## config.mk

```make
export PLATFORM = sky130hd
export DESIGN_NAME = alu_seq_flat
export DESIGN_NICKNAME = d
export VERILOG_FILES = /design/src/rtl/alu_pkg.sv /design/src/rtl/alu_seq_if.sv /design/src/rtl/alu_bcd_digit.sv /design/src/rtl/alu_seq.sv /design/src/flat_wrapper.sv
export SDC_FILE = /design/constraint.sdc
export NUM_CORES = 1
export LEC_CHECK = 0
export ABC_CLOCK_PERIOD_IN_PS = 3310
export CORE_MARGIN = 4
export CORE_UTILIZATION = 45
export DETAILED_ROUTE_END_ITERATION = 8
export GPL_ROUTABILITY_DRIVEN = 0
export PLACE_DENSITY = 0.72
export RECOVER_POWER = 25
export SYNTH_ARGS = -nofsm -noshare
export SYNTH_HDL_FRONTEND = slang
export SYNTH_SLANG_ARGS = --single-unit
```

## constraint.sdc

```tcl
create_clock -name clk -period 3.31 [get_ports clk]
set_input_delay 0.662 -clock clk [delete_from_list [all_inputs] [get_ports clk]]
set_output_delay 0.662 -clock clk [all_outputs]
set_load 0.01 [all_outputs]
```

## src/rtl/alu_pkg.sv

```systemverilog
// alu_pkg: shared opcodes, flag bit positions and FSM states for alu_seq.
package alu_pkg;
    localparam logic [3:0] OP_ADC = 4'd0;
    localparam logic [3:0] OP_SBC = 4'd1;
    localparam logic [3:0] OP_OR  = 4'd2;
    localparam logic [3:0] OP_XOR = 4'd3;
    localparam logic [3:0] OP_AND = 4'd4;
    localparam logic [3:0] OP_LSR = 4'd5;
    localparam logic [3:0] OP_ASL = 4'd6;
    localparam logic [3:0] OP_ROL = 4'd7;
    localparam logic [3:0] OP_ROR = 4'd8;
    localparam logic [3:0] OP_CMP = 4'd9;
    localparam int FN = 3;
    localparam int FV = 2;
    localparam int FZ = 1;
    localparam int FC = 0;
    typedef enum logic [1:0] {IDLE, EXEC, ADJ, DONE} state_t;
endpackage

```

## src/rtl/alu_seq_if.sv

```systemverilog
// alu_seq_if: operand and result valid/ready channels of alu_seq.
interface alu_seq_if #(
    parameter int DATA_WIDTH = 8,
    parameter int OP_WIDTH = 4
);
    logic op_valid, op_ready, op_carry, op_dec;
    logic [OP_WIDTH-1:0] op_code;
    logic [DATA_WIDTH-1:0] op_a, op_b, res_y;
    logic res_valid, res_ready;
    logic [3:0] res_flags, res_mask;
    modport master (
        output op_valid, op_code, op_a, op_b, op_carry, op_dec, res_ready,
        input op_ready, res_valid, res_y, res_flags, res_mask
    );
    modport slave (
        input op_valid, op_code, op_a, op_b, op_carry, op_dec, res_ready,
        output op_ready, res_valid, res_y, res_flags, res_mask
    );
endinterface

```

## src/rtl/alu_bcd_digit.sv

```systemverilog
// alu_bcd_digit: one decimal digit add (carry) or subtract (borrow); non-BCD digits wrap mod 16.
module alu_bcd_digit (
    input logic [3:0] a,
    input logic [3:0] b,
    input logic cin,
    input logic sub,
    output logic [3:0] d,
    output logic cout
);
    logic [4:0] s, t;
    assign s = {1'b0, a} + {1'b0, b} + {4'b0000, cin};
    assign t = {1'b0, a} - {1'b0, b} - {4'b0000, cin};
    assign cout = sub ? t[4] : s > 5'd9;
    assign d = sub ? t[3:0] + (cout ? 4'd10 : 4'd0) : s[3:0] - (cout ? 4'd10 : 4'd0);
endmodule

```

## src/rtl/alu_seq.sv

```systemverilog
// alu_seq: registered 6502-style ALU with valid/ready handshake and per-op N V Z C flag mask.
// Decimal ADC/SBC (one BCD digit per ADJ cycle) is built only when ALU_BCD_EN is defined.
module alu_seq
    import alu_pkg::*;
#(
    parameter int DATA_WIDTH = 8,
    parameter int OP_WIDTH = 4
) (
    input logic clk,
    input logic rst_n,
    alu_seq_if.slave bus
);
    localparam int MSB = DATA_WIDTH - 1;
    state_t state, state_nx;
    logic [3:0] op, bm, flags, mask;
    logic [MSB:0] a, b, bb, by, y;
    logic [DATA_WIDTH:0] sum;
    logic cin, bc, bv, is_dec, adj_done;
    assign bus.op_ready = state == IDLE;
    assign bus.res_valid = state == DONE;
    assign bus.res_y = y;
    assign bus.res_flags = flags;
    assign bus.res_mask = mask;
    assign bb = op == OP_ADC ? b : ~b;
    assign sum = {1'b0, a} + {1'b0, bb} + {{DATA_WIDTH{1'b0}}, op == OP_CMP ? 1'b1 : cin};
    always_comb begin
        by = a;
        bc = 1'b0;
        bm = 4'b0000;
        case (op)
            OP_ADC, OP_SBC, OP_CMP: begin by = sum[MSB:0]; bc = sum[DATA_WIDTH]; bm = op == OP_CMP ? 4'b1011 : 4'b1111; end
            OP_OR:  begin by = a | b; bm = 4'b1010; end
            OP_XOR: begin by = a ^ b; bm = 4'b1010; end
            OP_AND: begin by = a & b; bm = 4'b1010; end
            OP_LSR: begin {by, bc} = {1'b0, a}; bm = 4'b1011; end
            OP_ASL: begin {bc, by} = {a, 1'b0}; bm = 4'b1011; end
            OP_ROL: begin {bc, by} = {a, cin}; bm = 4'b1011; end
            OP_ROR: begin {by, bc} = {cin, a}; bm = 4'b1011; end
            default: ;
        endcase
        bv = (op == OP_ADC || op == OP_SBC) && a[MSB] == bb[MSB] && by[MSB] != a[MSB];
    end
`ifdef ALU_BCD_EN
    localparam int ND = DATA_WIDTH / 4;
    localparam int CW = $clog2(ND);
    logic dec, dc, dco;
    logic [3:0] dd;
    logic [CW-1:0] cnt;
    assign is_dec = dec && (op == OP_ADC || op == OP_SBC);
    assign adj_done = cnt == CW'(ND - 1);
    // a and b shift right each digit so the single digit unit always sees bits [3:0]
    alu_bcd_digit u_digit (.a(a[3:0]), .b(b[3:0]), .cin(dc), .sub(op == OP_SBC), .d(dd), .cout(dco));
`else
    assign is_dec = 1'b0;
    assign adj_done = 1'b1;
`endif
    always_comb begin
        state_nx = state;
        case (state)
            IDLE: state_nx = bus.op_valid ? EXEC : IDLE;
            EXEC: state_nx = is_dec ? ADJ : DONE;
            ADJ:  state_nx = adj_done ? DONE : ADJ;
            DONE: state_nx = bus.res_ready ? IDLE : DONE;
        endcase
    end
    always_ff @(posedge clk) begin
        if (bus.op_valid && bus.op_ready) begin
            op <= bus.op_code > OP_WIDTH'(OP_CMP) ? 4'hF : bus.op_code[3:0];
            a <= bus.op_a;
            b <= bus.op_b;
            cin <= bus.op_carry;
`ifdef ALU_BCD_EN
            dec <= bus.op_dec;
`endif
        end
`ifdef ALU_BCD_EN
        if (state == EXEC) begin
            cnt <= '0;
            dc <= op == OP_SBC ? ~cin : cin;
        end
        if (state == ADJ) begin
            a <= a >> 4;
            b <= b >> 4;
            cnt <= cnt + 1'b1;
            dc <= dco;
        end
`endif
    end
    always_ff @(posedge clk) begin
        if (!rst_n) begin
            state <= IDLE;
            y <= '0;
            flags <= '0;
            mask <= '0;
        end else begin
            state <= state_nx;
            if (state == EXEC) begin
                y <= by;
                flags <= {by[MSB], bv, ~|by, bc} & bm;
                mask <= bm;
            end
`ifdef ALU_BCD_EN
            // digits enter at the top and walk down; V keeps its binary value from EXEC
            if (state == ADJ) begin
                y <= {dd, y[MSB:4]};
                if (adj_done) flags <= {dd[3], flags[FV], ~|{dd, y[MSB:4]}, op == OP_SBC ? ~dco : dco};
            end
`endif
        end
    end
endmodule
```

## src/flat_wrapper.sv

```systemverilog
// flat-port wrapper written by rule: the top's interface ports become plain ports
module alu_seq_flat import alu_pkg::*;
#(
    parameter int DATA_WIDTH = 8,
    parameter int OP_WIDTH = 4
)
  (clk, rst_n, bus_op_valid, bus_op_code, bus_op_a, bus_op_b, bus_op_carry, bus_op_dec, bus_res_ready, bus_op_ready, bus_res_valid, bus_res_y, bus_res_flags, bus_res_mask);
  alu_seq_if #(.DATA_WIDTH(DATA_WIDTH), .OP_WIDTH(OP_WIDTH)) bus_i ();
  input logic clk;
  input logic rst_n;
  input wire logic [$bits(bus_i.op_valid)-1:0] bus_op_valid;
  input wire logic [$bits(bus_i.op_code)-1:0] bus_op_code;
  input wire logic [$bits(bus_i.op_a)-1:0] bus_op_a;
  input wire logic [$bits(bus_i.op_b)-1:0] bus_op_b;
  input wire logic [$bits(bus_i.op_carry)-1:0] bus_op_carry;
  input wire logic [$bits(bus_i.op_dec)-1:0] bus_op_dec;
  input wire logic [$bits(bus_i.res_ready)-1:0] bus_res_ready;
  output wire logic [$bits(bus_i.op_ready)-1:0] bus_op_ready;
  output wire logic [$bits(bus_i.res_valid)-1:0] bus_res_valid;
  output wire logic [$bits(bus_i.res_y)-1:0] bus_res_y;
  output wire logic [$bits(bus_i.res_flags)-1:0] bus_res_flags;
  output wire logic [$bits(bus_i.res_mask)-1:0] bus_res_mask;
  assign bus_i.op_valid = bus_op_valid;
  assign bus_i.op_code = bus_op_code;
  assign bus_i.op_a = bus_op_a;
  assign bus_i.op_b = bus_op_b;
  assign bus_i.op_carry = bus_op_carry;
  assign bus_i.op_dec = bus_op_dec;
  assign bus_i.res_ready = bus_res_ready;
  assign bus_op_ready = bus_i.op_ready;
  assign bus_res_valid = bus_i.res_valid;
  assign bus_res_y = bus_i.res_y;
  assign bus_res_flags = bus_i.res_flags;
  assign bus_res_mask = bus_i.res_mask;
  alu_seq #(.DATA_WIDTH(DATA_WIDTH), .OP_WIDTH(OP_WIDTH)) u_core (.clk(clk), .rst_n(rst_n), .bus(bus_i));
endmodule
```

==> impl_metrics.ini, run 1 <==
[synthesis]
syn_avg_cell_area_um2 = 9.37
seq_area_frac_synth = 0.371
yosys_register_bits = 38
yosys_warnings = 0
synth_area_leaders = edfxtp_1, dfxtp_1, ha_1
synth-edff-count = 21
syn_inst = 279
synthFlopType = edfxtp_1
synth_area_leader_cell = edfxtp_1
synth_top_cell_area_share = 0.241
yosys.cell_types.count = 54
syn_area_mm2 = 0.00262
synthArstFlopShare = 0
syn_nets = 333

[worst_setup_path]
worstReg2RegEnd = u_core.bus.res_flags[1]
cpMostUsedCell = xnor2_1
path_max_fanout = 4
crit_arrival_ps = 3360
crit_path_start = u_core.op[0]
critPathBufInv = 1
critPathKind = reg -> reg
start_kind = flip-flop
required_ps = 3530
path_delay_family = compound AO/OA/AOI/OAI gates
r2r_cells = 11
reg2reg_from = u_core.op[0]
slowest_delay_ps = 480
worstSetupEndpointType = flip-flop
r2r_slack_ps = 170
cpMaxStageDelayCell = nor4_4
crit_chain = nor4_4 -> xnor2_1 -> fa_2 -> inv_1 -> fa_1 -> nand2b_1 -> a21oi_1 -> o22ai_1 -> xnor2_1 -> a221o_1 -> o31ai_2

[sta]
fin_crit_ps = 3140
skew_ps = 4.40
whs_ps = 470
rsz0062_at_grt = false
tightestPinTransition_ps = 822
period_share = 0.948
setup_tns_ps = 0
max_freq_mhz = 319
max_slew_margin = 0.448
slew_viol_final = 0
hold_violations = 0
setup_violations = 0

[clock_network]
cts.hold.buffers_added = 0
post_cts_buffers = 0
cts_tree = done
cts_sinks = 38
cts.path.max_buffers = 2
cts_resized = 0
clkTransAtPathRegs_ps = 70
clockRootBuffer = clkbuf_8
clk_latency_ps = 290
cts_buffers = 5
cts_htree_levels = 2

[drt]
highest_layer = met4
drc = 0
met1Wirelength_um = 2590
final_antenna_net_count = 0
first_pass_iters = 5
vias = 2191
wl_met3_um = 348
wl_per_cell_um = 14.4
wl_met2_um = 2640
detail_route.iter0.violations = 149
viasPerCell = 5.53
routed_wl_um = 5710

[finish]
fin_util = 0.579
layout_common_cells = ha_1, nor2_1, clkdlybuf4s50_1
drive_above_1_share = 0.0772
nets = 377
finalInstanceArea_mm2 = 0.00323
area_growth_pct = 23.3
antenna_cells = 0
final_common_cell = ha_1

[global_routing]
overflow = 0
track_usage = 0.164
grt_pass1_wl_um = 9480
antenna_found_initial = 0
first_global_vias = 1996
grt_max_degree = 27

[min_path]
hp-class = reg -> reg
hold_end = u_core.bus.res_y[0]
hp-start = u_core.bus.res_y[0]
whs_path_depth = 2

[placed_design]
post-dp-hpwl_um = 4360
portBuffers = 42
dpl_cell_area_mm2 = 0.00312

[power_and_ir_drop]
p_total_mw = 1.31
ir_drop_uv = 186
p_leak_nw = 1.30
pwr_density_cell_mw_per_mm2 = 407

[die]
die_w_um = 84.2
start_util = 0.469
row_count = 27
dieHeight_um = 84.2
io_pins = 44
die_area_mm2 = 0.00709
placeableCoreArea_mm2 = 0.00557

[outcome]
status = finished, final reports clean

[run]
maxCapViolations = 0
-- routing by layer --
| metal | GRT usage | vias up |
|---|---|---|
| li1 | - | 1092 |
| met1 | 0.212 | 1000 |
| met2 | 0.270 | 85 |
| met3 | 0.0412 | 14 |
| met4 | 0.0541 | 0 |
| met5 | 0 | - |
-- power breakdown --
| group | switching [mW] | total (mW) | internal, mW | leakage, nW |
|---|---|---|---|---|
| Combinational | 0.190 | 0.360 | 0.169 | 0.900 |
| Clock | 0.164 | 0.386 | 0.222 | 0.0579 |
| Sequential | 0.0313 | 0.569 | 0.537 | 0.340 |
| Total | 0.386 | 1.31 | 0.928 | 1.30 |
-- synthesized netlist by cell type, drive strengths merged, types with 3 or more instances --
cell type  instances
buf                8
a31oi              4
o21ai             23
dfxtp             17
clkbuf             6
ha                26
a32oi              3
a21o               7
o211ai             3
inv               24
xnor2             11
nor2b              7
edfxtp            21
nand2             11
and2               3
nor3               6
nor2              25
a21oi             17
nand2b             8
a211oi             8
mux2i              3
o21a               3
-- through the flow --
stage	worst slack, ps	cells
global route	30.0	396
global placement	292	388
floorplan	23.7	279
finish	173	396
detailed placement	190	388
CTS	173	396
-- registers in the layout (all words and copies together), names as in the netlist --
register              count
u_core.b                  8
u_core.a                  8
u_core.op                 4
u_core.bus.res_mask       3
u_core.cin                1
u_core.state              2
u_core.bus.res_flags      4
u_core.bus.res_y          8
-- layout make-up --
| cell class | count | area, um^2 |
|---|---|---|
| fillers | 503 | 2350 |
| multi-input cells | 203 | 1480 |
| flip-flops and latches | 38 | 971 |
| repair buffers | 51 | 488 |
| inverters | 24 | 90.1 |
| well taps | 72 | 90.1 |
| clock buffers | 5 | 68.8 |
| clock inverters | 3 | 40.0 |
-- kinds of logic (layout without fill, tap and decap cells) --
family,after synthesis,count (layout),synth area share
xor+xnor,13,13,0.0435
mux,3,3,0.0115
flops,38,38,0.371
buf+inv,38,83,0.0646
fa+ha+maj,28,28,0.140
simple gates,73,73,0.149
compound gates,86,86,0.220
-- how the worst max path moves through the flow --
| stage | depth (start not counted) | end | slack (ps) |
|---|---|---|---|
| final | 11 | u_core.bus.res_flags[1] | 170 |
| after global routing | 11 | u_core.bus.res_flags[1] | 30 |
| after detailed placement | 11 | u_core.bus.res_flags[1] | 190 |
| after global placement | 11 | u_core.bus.res_flags[1] | 290 |
| after floorplan | 13 | u_core.bus.res_flags[1] | 20 |
| after CTS | 11 | u_core.bus.res_flags[1] | 170 |
-- worst reg2reg max path, cell delays in order (launching register included) --
cell,delay [ps]
edfxtp_1,430
nor4_4,480
xnor2_1,200
fa_2,270
inv_1,60
fa_1,400
nand2b_1,190
a21oi_1,180
o22ai_1,140
xnor2_1,150
a221o_1,340
o31ai_2,220
No activity file was read; power rests on OpenSTA's default activity.
==> run 2: changes to the inputs <==
Settings changed: CORE_MARGIN 4 to 8.
==> run 2 against run 1 <==
Cell count stayed put. Design area about the same. Combinational power about the same. Clock-buffer cell count up 1. Highest routed layer unchanged. Flip-flop and latch count unchanged. Sequential share of layout area about the same. Routed wire length rose by 3.9%. Utilization about the same. Clock skew grew 2.8 ps.
==> impl_metrics.ini, run 2 (synthesis gave the netlist of run 1 again) <==
[clock_network]
cts.hold.buffers_added = 0
cts_sinks = 38
clk_latency_ps = 290
clockRootBuffer = clkbuf_8
cts.path.max_buffers = 2
clkTransAtPathRegs_ps = 80
cts_resized = 0
cts_htree_levels = 2
post_cts_buffers = 0
cts_tree = done
cts_buffers = 5

[drt]
wl_per_cell_um = 15.0
first_pass_iters = 4
final_antenna_net_count = 0
drc = 0
vias = 2181
detail_route.iter0.violations = 212
routed_wl_um = 5930
viasPerCell = 5.51

[power_and_ir_drop]
p_clk_frac = 0.282
switching_share = 0.304
power.share.combinational = 0.279
pwr_density_cell_mw_per_mm2 = 401
p_seq_frac = 0.439
p_leak_nw = 1.29
ir_drop_uv = 219
p_total_mw = 1.29
p_switching_mw = 0.393
p_int_mw = 0.901

[die]
dieHeight_um = 92.2
die_area_mm2 = 0.00851
placeableCoreArea_mm2 = 0.00557
io_pins = 44
row_count = 27
start_util = 0.469
die_w_um = 92.2

[global_routing]
antenna_found_initial = 0
first_global_vias = 2121
grt_pass1_wl_um = 10100
overflow = 0
grt_max_degree = 27
track_usage = 0.145

[worst_setup_path]
r2r_cells = 12
critPathBufInv = 1
worstSetupEndpointType = flip-flop
required_ps = 3530
start_kind = flip-flop
cpMaxStageDelayCell = nor4_4
path_max_fanout = 4
worstReg2RegEnd = u_core.bus.res_flags[1]
r2r_slack_ps = 180
slowest_delay_ps = 470
critPathKind = reg -> reg
reg2reg_from = u_core.op[0]
path_delay_family = simple AND/OR/NAND/NOR gates
crit_path_start = u_core.op[0]
crit_chain = nor4_4 -> xnor2_1 -> fa_2 -> inv_1 -> fa_1 -> nand2b_1 -> a21oi_1 -> xor2_1 -> a221o_1 -> o21ai_0 -> nand4_1 -> o31ai_2
crit_arrival_ps = 3350

[sta]
fin_ws_ps = 182
max_slew_margin = 0.454
fin_crit_ps = 3130
slew_viol_final = 0
rsz0062_at_grt = false
max_freq_mhz = 320
hold_violations = 0
setup_tns_ps = 0
tightestPinTransition_ps = 812
whs_ps = 472
setup_violations = 0
skew_ps = 7.17
period_share = 0.945

[min_path]
hp-class = reg -> reg
hp-start = u_core.bus.res_y[0]
hold_end = u_core.bus.res_y[0]
whs_path_depth = 2

[finish]
drive_above_1_share = 0.0772
finalInstanceArea_mm2 = 0.00322
layout_common_cells = ha_1, nor2_1, clkdlybuf4s50_1
nets = 377
area_growth_pct = 23.3
multi_input_area_mm2 = 0.00148
antenna_cells = 0
final_common_cell = ha_1
fin_util = 0.578
seqCellArea_um2 = 971
fillCellCount = 516
fin_cells = 396

[placed_design]
dp_slack_ps = 212
dpl_cell_area_mm2 = 0.00312
post-dp-hpwl_um = 4540
portBuffers = 42
dp.cells = 388

[run]
maxCapViolations = 0

[outcome]
status = finished, final reports clean
[run 2: layout make-up]
cell class / count / share of cell area
clock buffer: 6 / 0.0291
tap: 72 / 0.0279
timing repair buffer: 51 / 0.151
multi-input combinational: 203 / 0.458
sequential: 38 / 0.301
clock inverter: 2 / 0.00427
inverter: 24 / 0.0279
[run 2: worst max-delay path by stage]
stage	slack [ps]	cells past startpoint	to
floorplan	20	13	u_core.bus.res_flags[1]
global placement	290	11	u_core.bus.res_flags[1]
detailed placement	210	11	u_core.bus.res_flags[1]
CTS	190	11	u_core.bus.res_flags[1]
global route	20	10	u_core.bus.res_flags[1]
finish	180	12	u_core.bus.res_flags[1]
[run 2: layer usage]
metal,wire length [um],GRT usage,up-vias
met5,0,0,-
met4,107,0.0523,0
met3,505,0.0473,12
met2,2670,0.231,89
met1,2640,0.179,987
li1,-,-,1093
[run 2: power by group through the flow]
stage / sequential (mW) / clock [mW] / combinational [mW]
finish: 0.568 / 0.364 / 0.361
floorplan: 0.579 / 0 / 0.238
global route: 0.574 / 0.400 / 0.401
CTS: 0.568 / 0.378 / 0.365
global placement: 0.578 / 0 / 0.354
detailed placement: 0.579 / 0 / 0.362
[run 2: worst register-to-register path, stage by stage (launching register included)]
cell and delay, ps:
edfxtp_1 430, nor4_4 470, xnor2_1 200, fa_2 270
inv_1 60, fa_1 410, nand2b_1 190, a21oi_1 180
xor2_1 90, a221o_1 300, o21ai_0 130, nand4_1 170
o31ai_2 180
